**src/rtl/rfile_write_arbiter.sv**
```systemverilog
// Purpose: round-robin arbiter sharing the register-file write port among NREQ writeback requesters, plus a per-register pending scoreboard.
// Latency: a transfer in cycle t drives WE3/A3/WD3 in cycle t+1 from registers; pend updates at the edge ending the set/clear cycle.
// Backpressure: one-hot req_ready, at most one grant per cycle; the output stage never stalls, so back-to-back writes run at full rate.
//
// Ports:
//   CLK, RST                       clock, synchronous active-high reset
//   req_valid/req_addr/req_data    NREQ packed requesters (valid/ready handshake)
//   req_ready                      one-hot grant, forced low while RST is high
//   rsv_valid/rsv_addr             reserve a destination register at issue
//   pend                           per-register outstanding-write flags
//   WE3/A3/WD3                     register-file write port
module rfile_write_arbiter #(
    parameter int addWidth     = 5,
    parameter int dataWidth    = 32,
    parameter int NREQ         = 2,
    parameter int ZERO_PROTECT = 1
) (
    input  logic                      CLK,
    input  logic                      RST,
    input  logic [NREQ-1:0]           req_valid,
    input  logic [NREQ*addWidth-1:0]  req_addr,
    input  logic [NREQ*dataWidth-1:0] req_data,
    output logic [NREQ-1:0]           req_ready,
    input  logic                      rsv_valid,
    input  logic [addWidth-1:0]       rsv_addr,
    output logic [2**addWidth-1:0]    pend,
    output logic                      WE3,
    output logic [addWidth-1:0]       A3,
    output logic [dataWidth-1:0]      WD3
);

    localparam int PW   = (NREQ > 1) ? $clog2(NREQ) : 1;
    localparam int NREG = 2**addWidth;

    logic [PW-1:0]        ptr_q, ptr_d;
    logic                 we_q, we_d;
    logic [addWidth-1:0]  a3_q, a3_d;
    logic [dataWidth-1:0] wd3_q, wd3_d;
    logic [NREG-1:0]      pend_q, pend_d;

    logic [NREQ-1:0]      grant;
    logic [PW-1:0]        win;
    logic                 found;
    logic                 transfer;
    logic [addWidth-1:0]  g_addr;
    logic [dataWidth-1:0] g_data;

    // Scan requesters starting at the pointer, wrapping mod NREQ; first valid wins.
    always_comb begin
        logic [PW:0]   sum;
        logic [PW-1:0] idx;
        grant = '0;
        win   = '0;
        found = 1'b0;
        sum   = '0;
        idx   = '0;
        for (int k = 0; k < NREQ; k++) begin
            sum = {1'b0, ptr_q} + (PW+1)'(k);
            if (sum >= (PW+1)'(NREQ)) begin
                sum = sum - (PW+1)'(NREQ);
            end
            idx = sum[PW-1:0];
            if (!found && req_valid[idx]) begin
                found = 1'b1;
                win   = idx;
            end
        end
        if (found && !RST) begin
            grant[win] = 1'b1;
        end
    end

    assign req_ready = grant;
    assign transfer  = |grant;
    assign g_addr    = req_addr[win*addWidth +: addWidth];
    assign g_data    = req_data[win*dataWidth +: dataWidth];

    always_comb begin
        ptr_d  = ptr_q;
        we_d   = 1'b0;
        a3_d   = a3_q;
        wd3_d  = wd3_q;
        pend_d = pend_q;

        if (transfer) begin
            ptr_d = (win == PW'(NREQ-1)) ? '0 : win + 1'b1;
            // A write to r0 is still handshaken but never reaches the register file.
            we_d  = !((ZERO_PROTECT != 0) && (g_addr == '0));
            a3_d  = g_addr;
            wd3_d = g_data;
        end

        // Clear first so that a same-cycle reservation of the same register wins.
        if (WE3) begin
            pend_d[a3_q] = 1'b0;
        end
        if (rsv_valid) begin
            pend_d[rsv_addr] = 1'b1;
        end
        if (ZERO_PROTECT != 0) begin
            pend_d[0] = 1'b0;
        end
    end

    always_ff @(posedge CLK) begin
        if (RST) begin
            ptr_q  <= '0;
            we_q   <= 1'b0;
            a3_q   <= '0;
            wd3_q  <= '0;
            pend_q <= '0;
        end else begin
            ptr_q  <= ptr_d;
            we_q   <= we_d;
            a3_q   <= a3_d;
            wd3_q  <= wd3_d;
            pend_q <= pend_d;
        end
    end

    // A write staged just before reset must not commit during the reset cycle.
    assign WE3  = we_q & ~RST;
    assign A3   = a3_q;
    assign WD3  = wd3_q;
    assign pend = pend_q;

endmodule

```
**config.mk**
```make
export PLATFORM = sky130hd
export DESIGN_NAME = rfile_write_arbiter
export DESIGN_NICKNAME = d
export VERILOG_FILES = /design/src/rtl/rfile_write_arbiter.sv
export SDC_FILE = /design/constraint.sdc
export NUM_CORES = 1
export LEC_CHECK = 0
export BUFFER_PORTS_ARGS = -buffer_cell sky130_fd_sc_hd__buf_2
export CAP_MARGIN = 0
export CORE_MARGIN = 2
export CORE_UTILIZATION = 30
export CTS_CLUSTER_SIZE = 14
export DETAILED_ROUTE_END_ITERATION = 7
export PLACE_DENSITY = 0.57
export SETUP_SLACK_MARGIN = 0.1
export SYNTH_ARGS = -nofsm -noshare
export SYNTH_HDL_FRONTEND = slang
export SYNTH_SLANG_ARGS = --single-unit
```
**constraint.sdc**
```tcl
create_clock -name CLK -period 1.6 [get_ports CLK]
set_input_delay 0.24 -clock CLK [delete_from_list [all_inputs] [get_ports CLK]]
set_output_delay 0.24 -clock CLK [all_outputs]
set_load 0.005 [all_outputs]
```
==> run metrics <==
clk sinks 70; first-pass GRT wire length 18.3 mm; Yosys top cell area share 0.406; reg-to-reg slack, setup 0.22 ns; # DRC 0; drt wl/cell 15.6 um; Synth warnings 0; reg2reg path depth 4; post-route ant nets 0; worst hold stages 2; CTS max path bufs 2; r2r startpoint A3[2]; Slew Limit Fails 0; Starting Density 0.305; Core Rows 39; status completed; grt ovf 0; Post-Syn Area 3460 sq um; CTS HTree Levels 3; CTS clk-pin slew, worst paths 0.06 ns; Post-Synthesis Cells 420; flops & latches, synth 70; Commonest cells post-synth 70 x dfxtp_1, 60 x o21ai_0, 39 x nor2_1; pre-CTS setup slack 0.198 ns; EDFF count, synth 0; Worst R2R End pend[17]; Setup TNS 0 ns; Tcrit/Tclk final 0.894; Port Buffers 154; root buffer cell clkbuf_16; Post-Syn Nets 504; Leak 2.24 nW; Cells after DPL 696; GR Util All Layers 0.179; post-synthesis sequential area ratio 0.406; Worst Hold Launch req_data[26]; initial antenna violation count 0; number of setup violations in the final report 0; CP Capture Type primary output; overall routed net length 11.1 mm; RSZ-0062 raised after global routing false; post-layout min period 1.43 ns; max cap viols 0; full die area 12400 sq um; Placer Congestion 0.828; crit path kind flip-flop to primary output; hpwl dp 7.77 mm; Clk Latency, worst-skew pair 0.33 ns; Vias 3739; Clock Skews 0.00905 ns; vias per inst 5.23; die width 111 um; Peak VDD IR 531 uV; Setup WS post-layout 0.169 ns; drt first-iter violations 246; Placeable Area 11300 sq um; Area Growth Syn to Fin 38.1%; Post-Layout Cell Count 715; Pwr Density 1050 nW/um^2; Fmax 699 MHz; Final Power 0.00502 W; drt pass-1 iters 4; crit path max fanout 6; Synth Flop Type dfxtp_1; multi-input logic area 1770 sq um; register area 1400 sq um; ranking of synthesized cells by area dfxtp_1 41%, o221a_2 10%, o21ai_0 8.7%, a31oi_1 5.8%, nor2b_1 5.8%; vias in the first global route 3604; Die Height 111 um; Ant. Diodes 0; fill count 1145; Hold Crit Class primary input to flip-flop; Critical Path RT 1.36 ns; fin util 0.422; cts hold-fix bufs 0; arrival time worst endpoint 1.19 ns; share of layout cells above drive strength 1 0.399; syn_area_per_cell 8.23 sq um; final layout net count 651; I/O Pins 156; final hold violations 0; area leader, netlist dfxtp_1; TritonCTS buffer count 9; Synth cell types 34; Min-Delay Endpoint WD3[26]; Startpoint Class flip-flop; Async SR Flop Fraction 0; most numerous cell in the Yosys netlist dfxtp_1; largest net degree at the start of global routing 76; CTS tree built
report_power, final:
group          switching (W)  leakage [nW]  total, W  internal [W]
registers          0.0000673         0.576   0.00191       0.00184
logic               0.000377          1.49  0.000726      0.000349
clock network       0.000803         0.174   0.00238       0.00158
total                0.00125          2.24   0.00502       0.00377
flip-flops by register name, summed over array words and instances, names as in the netlist:
signal and count:
WD3 32, pend 31, A3 5, ptr_q 1
we_q 1
cell families after synthesis:
group / after synthesis / synth area share
buffers and inverters: 67 / 0.0829
and+or+nand+nor: 110 / 0.184
other: 1 / 0.00109
DFF: 70 / 0.406
AOI/OAI and AO/OA: 172 / 0.326
how the worst max path moves through the flow:
stage / start / to / slack, ns / cells after the start
floorplan: A3[2] / pend[6] / 0.36 / 3
global placement: RST / pend[16] / 0.21 / 4
detailed placement: RST / pend[24] / 0.20 / 4
global route: ptr_q / req_ready[1] / 0.11 / 3
finish: ptr_q / req_ready[1] / 0.17 / 3
CTS: ptr_q / req_ready[0] / 0.10 / 5
cell usage in the layout, fill, tap and decap left out, types with 2 or more instances in the layout:
| cell type | netlist | layout |
|---|---|---|
| nor2b_1 | 32 | 32 |
| a311oi_1 | 4 | 4 |
| buf_4 | 2 | 13 |
| nand2_1 | 3 | 2 |
| dfxtp_1 | 70 | 69 |
| nor2_1 | 39 | 39 |
| a31oi_1 | 32 | 32 |
| nor3_1 | 2 | 2 |
| or3_1 | 2 | 2 |
| o221a_2 | 32 | 32 |
| nand3b_1 | 6 | 6 |
| or3b_2 | 4 | 4 |
| o21ai_1 | 7 | 8 |
| inv_1 | 33 | 33 |
| nand4bb_1 | 4 | 4 |
| buf_12 | 0 | 2 |
| a21oi_1 | 33 | 33 |
| or4b_4 | 2 | 2 |
| buf_2 | 16 | 154 |
| or4_1 | 2 | 2 |
| inv_6 | 0 | 2 |
| nand4b_1 | 2 | 2 |
| o21ai_0 | 60 | 59 |
| nand2b_1 | 3 | 3 |
| nand3_1 | 6 | 6 |
| clkbuf_16 | 0 | 9 |
| bufinv_16 | 0 | 3 |
worst max-delay path: stages, from the launching register on:
cell and delay [ns]:
dfxtp_2 0.36, and2b_2 0.25, nor3_1 0.12, buf_2 0.14
repair_timing:
action / CTS / global route
cloned: 1 / 0
setup buffers: 0 / 2
gates resized for setup: 2 / 2
endpoints found under the setup margin: 2 / 3
stage by stage:
step | area, sq um | hold slack (ns)
3_3_place_gp | 4370 | 0.518
6_report | 4770 | 0.187
4_1_cts | 4760 | 0.172
5_1_grt | 4770 | 0.178
3_5_place_dp | 4370 | 0.521
2_1_floorplan | 3460 | 0.421
cell type report:
cell class,count,area share
Tap cell,143,0.0375
Clock buffer,10,0.0501
Clock inverter,6,0.0244
Sequential cell,70,0.294
Multi-Input combinational cell,283,0.371
Timing Repair Buffer,170,0.197
Inverter,33,0.0260
metal layers:
layer / global-route usage / vias up / part of all wire / wire length, um
met3: 0.0512 / 14 / 0.083 / 918
met5: 0 / - / 0 / 0
met1: 0.231 / 1735 / 0.45 / 4980
li1: - / 1828 / - / -
met2: 0.291 / 162 / 0.46 / 5070
met4: 0.0601 / 0 / 0.014 / 152
No activity file was read; power rests on OpenSTA's default activity.
